===== src/rtl/sys_seg_display.sv =====
// Eight-digit common-anode hex display for the 27-bit debug bus.
// The shadow word reloads only at frame boundaries, so a scan never shows two different words.
module sys_seg_display #(
    parameter int SCAN_DIV = 100000
) (
    input  logic        SYS_clk,
    input  logic        SYS_reset,
    input  logic [26:0] SYS_leds,
    input  logic [7:0]  SYS_output_sel,
    input  logic        DISP_hold,
    input  logic        DISP_blank_lz,
    output logic [7:0]  SEG_an,
    output logic [6:0]  SEG_cat,
    output logic        SEG_dp
);

    localparam int DIV_W = (SCAN_DIV > 1) ? $clog2(SCAN_DIV) : 1;
    localparam logic [DIV_W-1:0] DIV_LAST = DIV_W'(SCAN_DIV - 1);

    logic [DIV_W-1:0] div;
    logic [2:0]       idx;
    logic [26:0]      sh;
    logic [3:0]       ss;
    logic             div_last;
    logic [3:0]       nib [8];
    logic [7:0]       lz_blank;
    logic             zero_run;
    logic [6:0]       cur_cat;

    // Only the low nibble of the select is displayed.
    logic unused_sel;
    assign unused_sel = ^SYS_output_sel[7:4];

    function automatic logic [6:0] font(input logic [3:0] n);
        logic [6:0] f;
        case (n)
            4'h0:    f = 7'b1000000;
            4'h1:    f = 7'b1111001;
            4'h2:    f = 7'b0100100;
            4'h3:    f = 7'b0110000;
            4'h4:    f = 7'b0011001;
            4'h5:    f = 7'b0010010;
            4'h6:    f = 7'b0000010;
            4'h7:    f = 7'b1111000;
            4'h8:    f = 7'b0000000;
            4'h9:    f = 7'b0010000;
            4'hA:    f = 7'b0001000;
            4'hB:    f = 7'b0000011;
            4'hC:    f = 7'b1000110;
            4'hD:    f = 7'b0100001;
            4'hE:    f = 7'b0000110;
            default: f = 7'b0001110;
        endcase
        return f;
    endfunction

    assign div_last = (div == DIV_LAST);

    always_comb begin
        for (int k = 0; k < 6; k++) begin
            nib[k] = sh[4*k +: 4];
        end
        nib[6] = {1'b0, sh[26:24]};
        nib[7] = ss;

        // Walk down from digit 6; a digit blanks while every digit above it is zero.
        lz_blank = '0;
        zero_run = DISP_blank_lz;
        for (int k = 6; k >= 1; k--) begin
            zero_run    = zero_run & (nib[k] == 4'h0);
            lz_blank[k] = zero_run;
        end

        cur_cat = lz_blank[idx] ? 7'h7F : font(nib[idx]);
    end

    always_ff @(posedge SYS_clk) begin
        if (SYS_reset) begin
            div     <= '0;
            idx     <= '0;
            sh      <= SYS_leds;
            ss      <= SYS_output_sel[3:0];
            SEG_an  <= 8'hFF;
            SEG_cat <= 7'h7F;
            SEG_dp  <= 1'b1;
        end else begin
            SEG_an  <= ~(8'b1 << idx);
            SEG_cat <= cur_cat;
            SEG_dp  <= (idx != 3'd7);
            if (div_last) begin
                div <= '0;
                idx <= idx + 3'd1;
                if (idx == 3'd7 && !DISP_hold) begin
                    sh <= SYS_leds;
                    ss <= SYS_output_sel[3:0];
                end
            end else begin
                div <= div + DIV_W'(1);
            end
        end
    end

endmodule

===== config.mk =====
export PLATFORM = sky130hd
export DESIGN_NAME = sys_seg_display
export DESIGN_NICKNAME = d
export VERILOG_FILES = /design/src/rtl/sys_seg_display.sv
export SDC_FILE = /design/constraint.sdc
export NUM_CORES = 1
export LEC_CHECK = 0
export BUFFER_PORTS_ARGS = -buffer_cell sky130_fd_sc_hd__buf_2
export CORE_MARGIN = 4
export CORE_UTILIZATION = 59
export CTS_BUF_LIST = sky130_fd_sc_hd__clkbuf_16
export DETAILED_ROUTE_END_ITERATION = 12
export PLACE_DENSITY = 0.8
export SLEW_MARGIN = 15
export SYNTH_ARGS = -nofsm -noshare
export SYNTH_HDL_FRONTEND = slang
export SYNTH_SLANG_ARGS = --single-unit

===== constraint.sdc =====
create_clock -name SYS_clk -period 6.2 [get_ports SYS_clk]
set_input_delay 0.93 -clock SYS_clk [delete_from_list [all_inputs] [get_ports SYS_clk]]
set_output_delay 0.93 -clock SYS_clk [all_outputs]
set_load 0.05 [all_outputs]

==> results <==
- The power density over the cells is between 300 and 400 nW/µm².
- The number of filler instances in the final layout is 295.
- The clock tree root buffer cell is sky130_fd_sc_hd__clkbuf_16.
- The total routed wirelength is between 5000 and 6000 µm.
- The worst setup path is launched from a flip-flop.
- After detailed placement, the total cell area comes to just over 3000 µm².
- The final number of hold-violating endpoints is 0.
- Summed over all failing endpoints, the final setup total negative slack is 0 ns.
- The first detailed-routing pass ran for 4 iterations.
- After Yosys synthesis, full adders, half adders and majority gates account for roughly 5.7% of the synthesized area.
- The critical path in this run is classified as flip-flop to flip-flop.
- The overall die width is between 70 and 80 µm.
- The leakage power total is around 1.3 nW.
- The average cell area after synthesis is about 12 µm².
- By area the synthesized netlist is led by sky130_fd_sc_hd__edfxtp_1 (33%), sky130_fd_sc_hd__dfxtp_1 (25%), sky130_fd_sc_hd__ha_1 (5.7%).
- For this run, the post-layout net count is between 300 and 400.
- Synthesis produced a netlist whose cell count is 230.
- The total area inside the core boundary comes to ~4500 µm².
- The initial core utilization is between 60 and 70%.
- The share of the yosys chip area belonging to registers is between 50% and 60%.
- The post-cts gate resize count is 0.
- The share of layout cells above drive strength 1 is roughly 28%.
- The number of max-cap violations is 0.
- The total number of clock tree sinks is 66.
- The die covers 5990 µm².
- The top cell type by area accounts for approximately 33% of the synthesized area.
- The run finished with clean final reports.
- The maximum number of pins on one net before global-route repair is 32.
- For this design, the slowest cell found on the critical path is sky130_fd_sc_hd__dfxtp_1.
- Leaving out fill and tap cells, the most frequent cells in the layout are sky130_fd_sc_hd__buf_2 (50), sky130_fd_sc_hd__dfxtp_1 (35), sky130_fd_sc_hd__edfxtp_1 (31).
- At the later pin of the worst-skew pair, clock insertion delay measures about 0.33 ns.
- Summing the areas of all and, or, nand and nor instances in the mapped netlist gives around 14% of the synthesized area.
- For this run, design rule violations remaining after detail routing come to 0.
- The data required time at the worst endpoint is 6.37 ns.
- Derived from the worst setup path, the maximum achievable clock frequency is between 0.3 and 0.4 GHz.
- The H-tree was split into 3 levels.
- The design area is between 3000 and 4000 µm².
- In this run the vertical extent of the chip is between 70 and 80 µm.
- Summing the areas of all xor and xnor instances in the mapped netlist gives slightly below 5% of the synthesized area.
- The min-delay analysis places its worst path in the category flip-flop to flip-flop.
- In this run the remaining antenna-violating nets after routing total 0.
- In the final layout, the multi-input gates occupy between 1000 and 1500 µm².
- After synthesis, the largest family of logic cells by area is simple AND/OR/NAND/NOR gates.
- The total number of vias is around 1900.
- The signal on the critical path passes through mux4_2 -> mux2i_1 -> inv_1 -> ha_1 -> mux2i_1 -> and2_0 -> o21ai_1.
- The fraction of registers with async set or reset after synthesis is 0%.
- The total congestion overflow is 0.
- The count of pins over their slew limit is 0.
- The number of top-level pins is 55.
- The post-synthesis compound-gate area fraction is 4.05%.
- The fraction of the cycle the final worst path needs is 45.9%.
- The clock period could shrink to 2.84 ns.
- The iteration-0 DRC count of the detailed router is between 100 and 150.
- The biggest area contributor in the post-synthesis netlist is sky130_fd_sc_hd__edfxtp_1.
- Setup repair after global routing left no endpoint under its margin.
- At the end of routability-driven placement, the weighted congestion stood at ~0.83.
- TritonCTS built the clock tree.
- After clock tree synthesis, the clock-pin slew on the worst setup and hold paths is around 0.050 ns.
- The most common flop cell mapped by yosys is sky130_fd_sc_hd__dfxtp_1.
- The cts-stage hold buffer count is 0.
- In this run the worst path has a maximum fanout of 16.
- When the netlist entered floorplanning its net count stood at 282.
- The area overhead of the layout relative to synthesis is 20.1%.
- After clock tree synthesis, the setup repair step added 0 buffers.
- The synthesis-stage register bit count is 66.
- The multiplexer area fraction after synthesis is 9.55%.
- The clock passes through at most 2 buffers.
- Setup violations remaining at the end of the flow were counted as 0.
- The endpoint arrival time on the critical path is between 3 and 4 ns.
- The number of global-route vias before repair is 1850.
- The headroom to the max-slew limit is a little over two fifths.
- Leaving out fill and tap cells, the most frequent cell in the layout is sky130_fd_sc_hd__buf_2.
- The number of antenna violations at the first check in global routing came to 0.
- Global routing used between 10% and 20% of the available tracks across all layers.
- Using the TritonRoute via totals, the vias-per-cell ratio works out to 5.49.
- In the final routed layout, each cell accounts on average for about 15 µm.
- The number of inserted diodes is 0.
- The total clock buffers created by CTS is 9.
- The worst supply voltage drop on vdd is about 0.00025 V.
- In this run the tool buffered the top-level ports with 50 buffer cells.
- The synthesis warning total is 0.
- For the pin with the worst max-slew slack, the measured transition is about 0.83 ns.
- The number of enable-type register cells in the synthesized netlist is 31.
- The delay of the slowest critical-path stage is between 0.7 and 0.8 ns.
- The post-synthesis instance area is roughly 2800 µm².
- The worst setup path is captured at a flip-flop.
- Counting stages on the worst path, the most repeated cell is sky130_fd_sc_hd__mux2i_1.
- The worst clock skew on the final layout is roughly 0.0065 ns.
- In the final layout, flip-flops and latches occupy roughly 1600 µm².
- The count of different cell masters after synthesis is 40.
- In this run the core area contains 24 standard-cell rows.
- The wire length of the first global-routing pass is 8800 µm.
- The design draws between 1 and 1.5 mW.
- The wire-length estimate of the detail-placed layout is about 3500 µm.
## metrics by stage
step           worst slack (ns)  utilization [%]  hold slack (ns)  instances
5_1_grt                    3.09             75.8            0.490        339
3_5_place_dp               3.42             68.5            0.456        323
3_3_place_gp               3.46             68.5            0.447        323
4_1_cts                    3.37             75.8            0.468        339
6_report                   3.36             75.8            0.467        339
2_1_floorplan              3.93                -            0.430        230
## flip-flops by register name (all words and copies together), names as in the netlist
signal	count
SEG_an	8
SEG_cat	7
div	17
idx	3
sh	27
ss	4
## synth_stat cells (2+ instances only)
library cell and instances:
sky130_fd_sc_hd__mux2_2 3, sky130_fd_sc_hd__nand2_1 14, sky130_fd_sc_hd__buf_2 3, sky130_fd_sc_hd__mux4_2 7, sky130_fd_sc_hd__inv_1 11, sky130_fd_sc_hd__nor4_1 5, sky130_fd_sc_hd__o211ai_1 4, sky130_fd_sc_hd__nor2_1 30
sky130_fd_sc_hd__o21ai_1 2, sky130_fd_sc_hd__a211oi_1 3, sky130_fd_sc_hd__and3_1 5, sky130_fd_sc_hd__buf_4 3, sky130_fd_sc_hd__or2_1 2, sky130_fd_sc_hd__dfxtp_1 35, sky130_fd_sc_hd__mux2i_1 8, sky130_fd_sc_hd__xor2_1 7
sky130_fd_sc_hd__edfxtp_1 31, sky130_fd_sc_hd__xnor2_1 9, sky130_fd_sc_hd__nand3_1 9, sky130_fd_sc_hd__a21oi_1 3, sky130_fd_sc_hd__nand4_1 2, sky130_fd_sc_hd__nand2b_1 3, sky130_fd_sc_hd__o221ai_1 2, sky130_fd_sc_hd__ha_1 13
## cells by family (layout without fill, tap and decap cells)
group | after synthesis | in the layout
and+or+nand+nor | 80 | 80
DFF | 66 | 66
buffers and inverters | 20 | 77
muxes | 18 | 18
AOI/OAI and AO/OA | 17 | 17
xor gates and xnor gates | 16 | 16
adders and majority gates | 13 | 13
## layer usage
layer	global-route usage [%]	wire, µm	vias to the layer above
li1	-	-	921
met1	25.1	2330	870
met2	29.6	2420	61
met3	5.90	356	9
met4	9.25	93	0
met5	0	0	-
## layout make-up
class / instances / area share (%)
flip-flops and latches: 66 / 47.8
multi-input cells: 144 / 32.1
repair buffers: 50 / 7.33
clock buffers: 9 / 6.60
clock inverters: 7 / 3.01
well taps: 52 / 1.91
inverters: 11 / 1.21
## report_power, final
part | leakage [nW] | internal [mW] | switching (mW)
Clock | 0.156 | 0.355 | 0.188
Sequential | 0.589 | 0.482 | 0.0110
Combinational | 0.571 | 0.0299 | 0.0489
Total | 1.32 | 0.867 | 0.248
## worst paths after layout
path / startpoint / to / slack, ns / cells after the start
max reg2reg: idx[1] / SEG_cat[3] / 3.36 / 7
min: div[0] / div[0] / 0.47 / 1
min reg2reg: div[0] / div[0] / 0.47 / 1
max: idx[1] / SEG_cat[3] / 3.36 / 7
## critical path: cells and delay by family (launching register included)
kind	cells	cell delay [ns]
compound gates	1	0.06
fa+ha+maj	1	0.27
buf+inv	1	0.18
flops	1	0.76
mux	3	1.25
simple gates	1	0.17
Power figures use the tool's default switching activity.
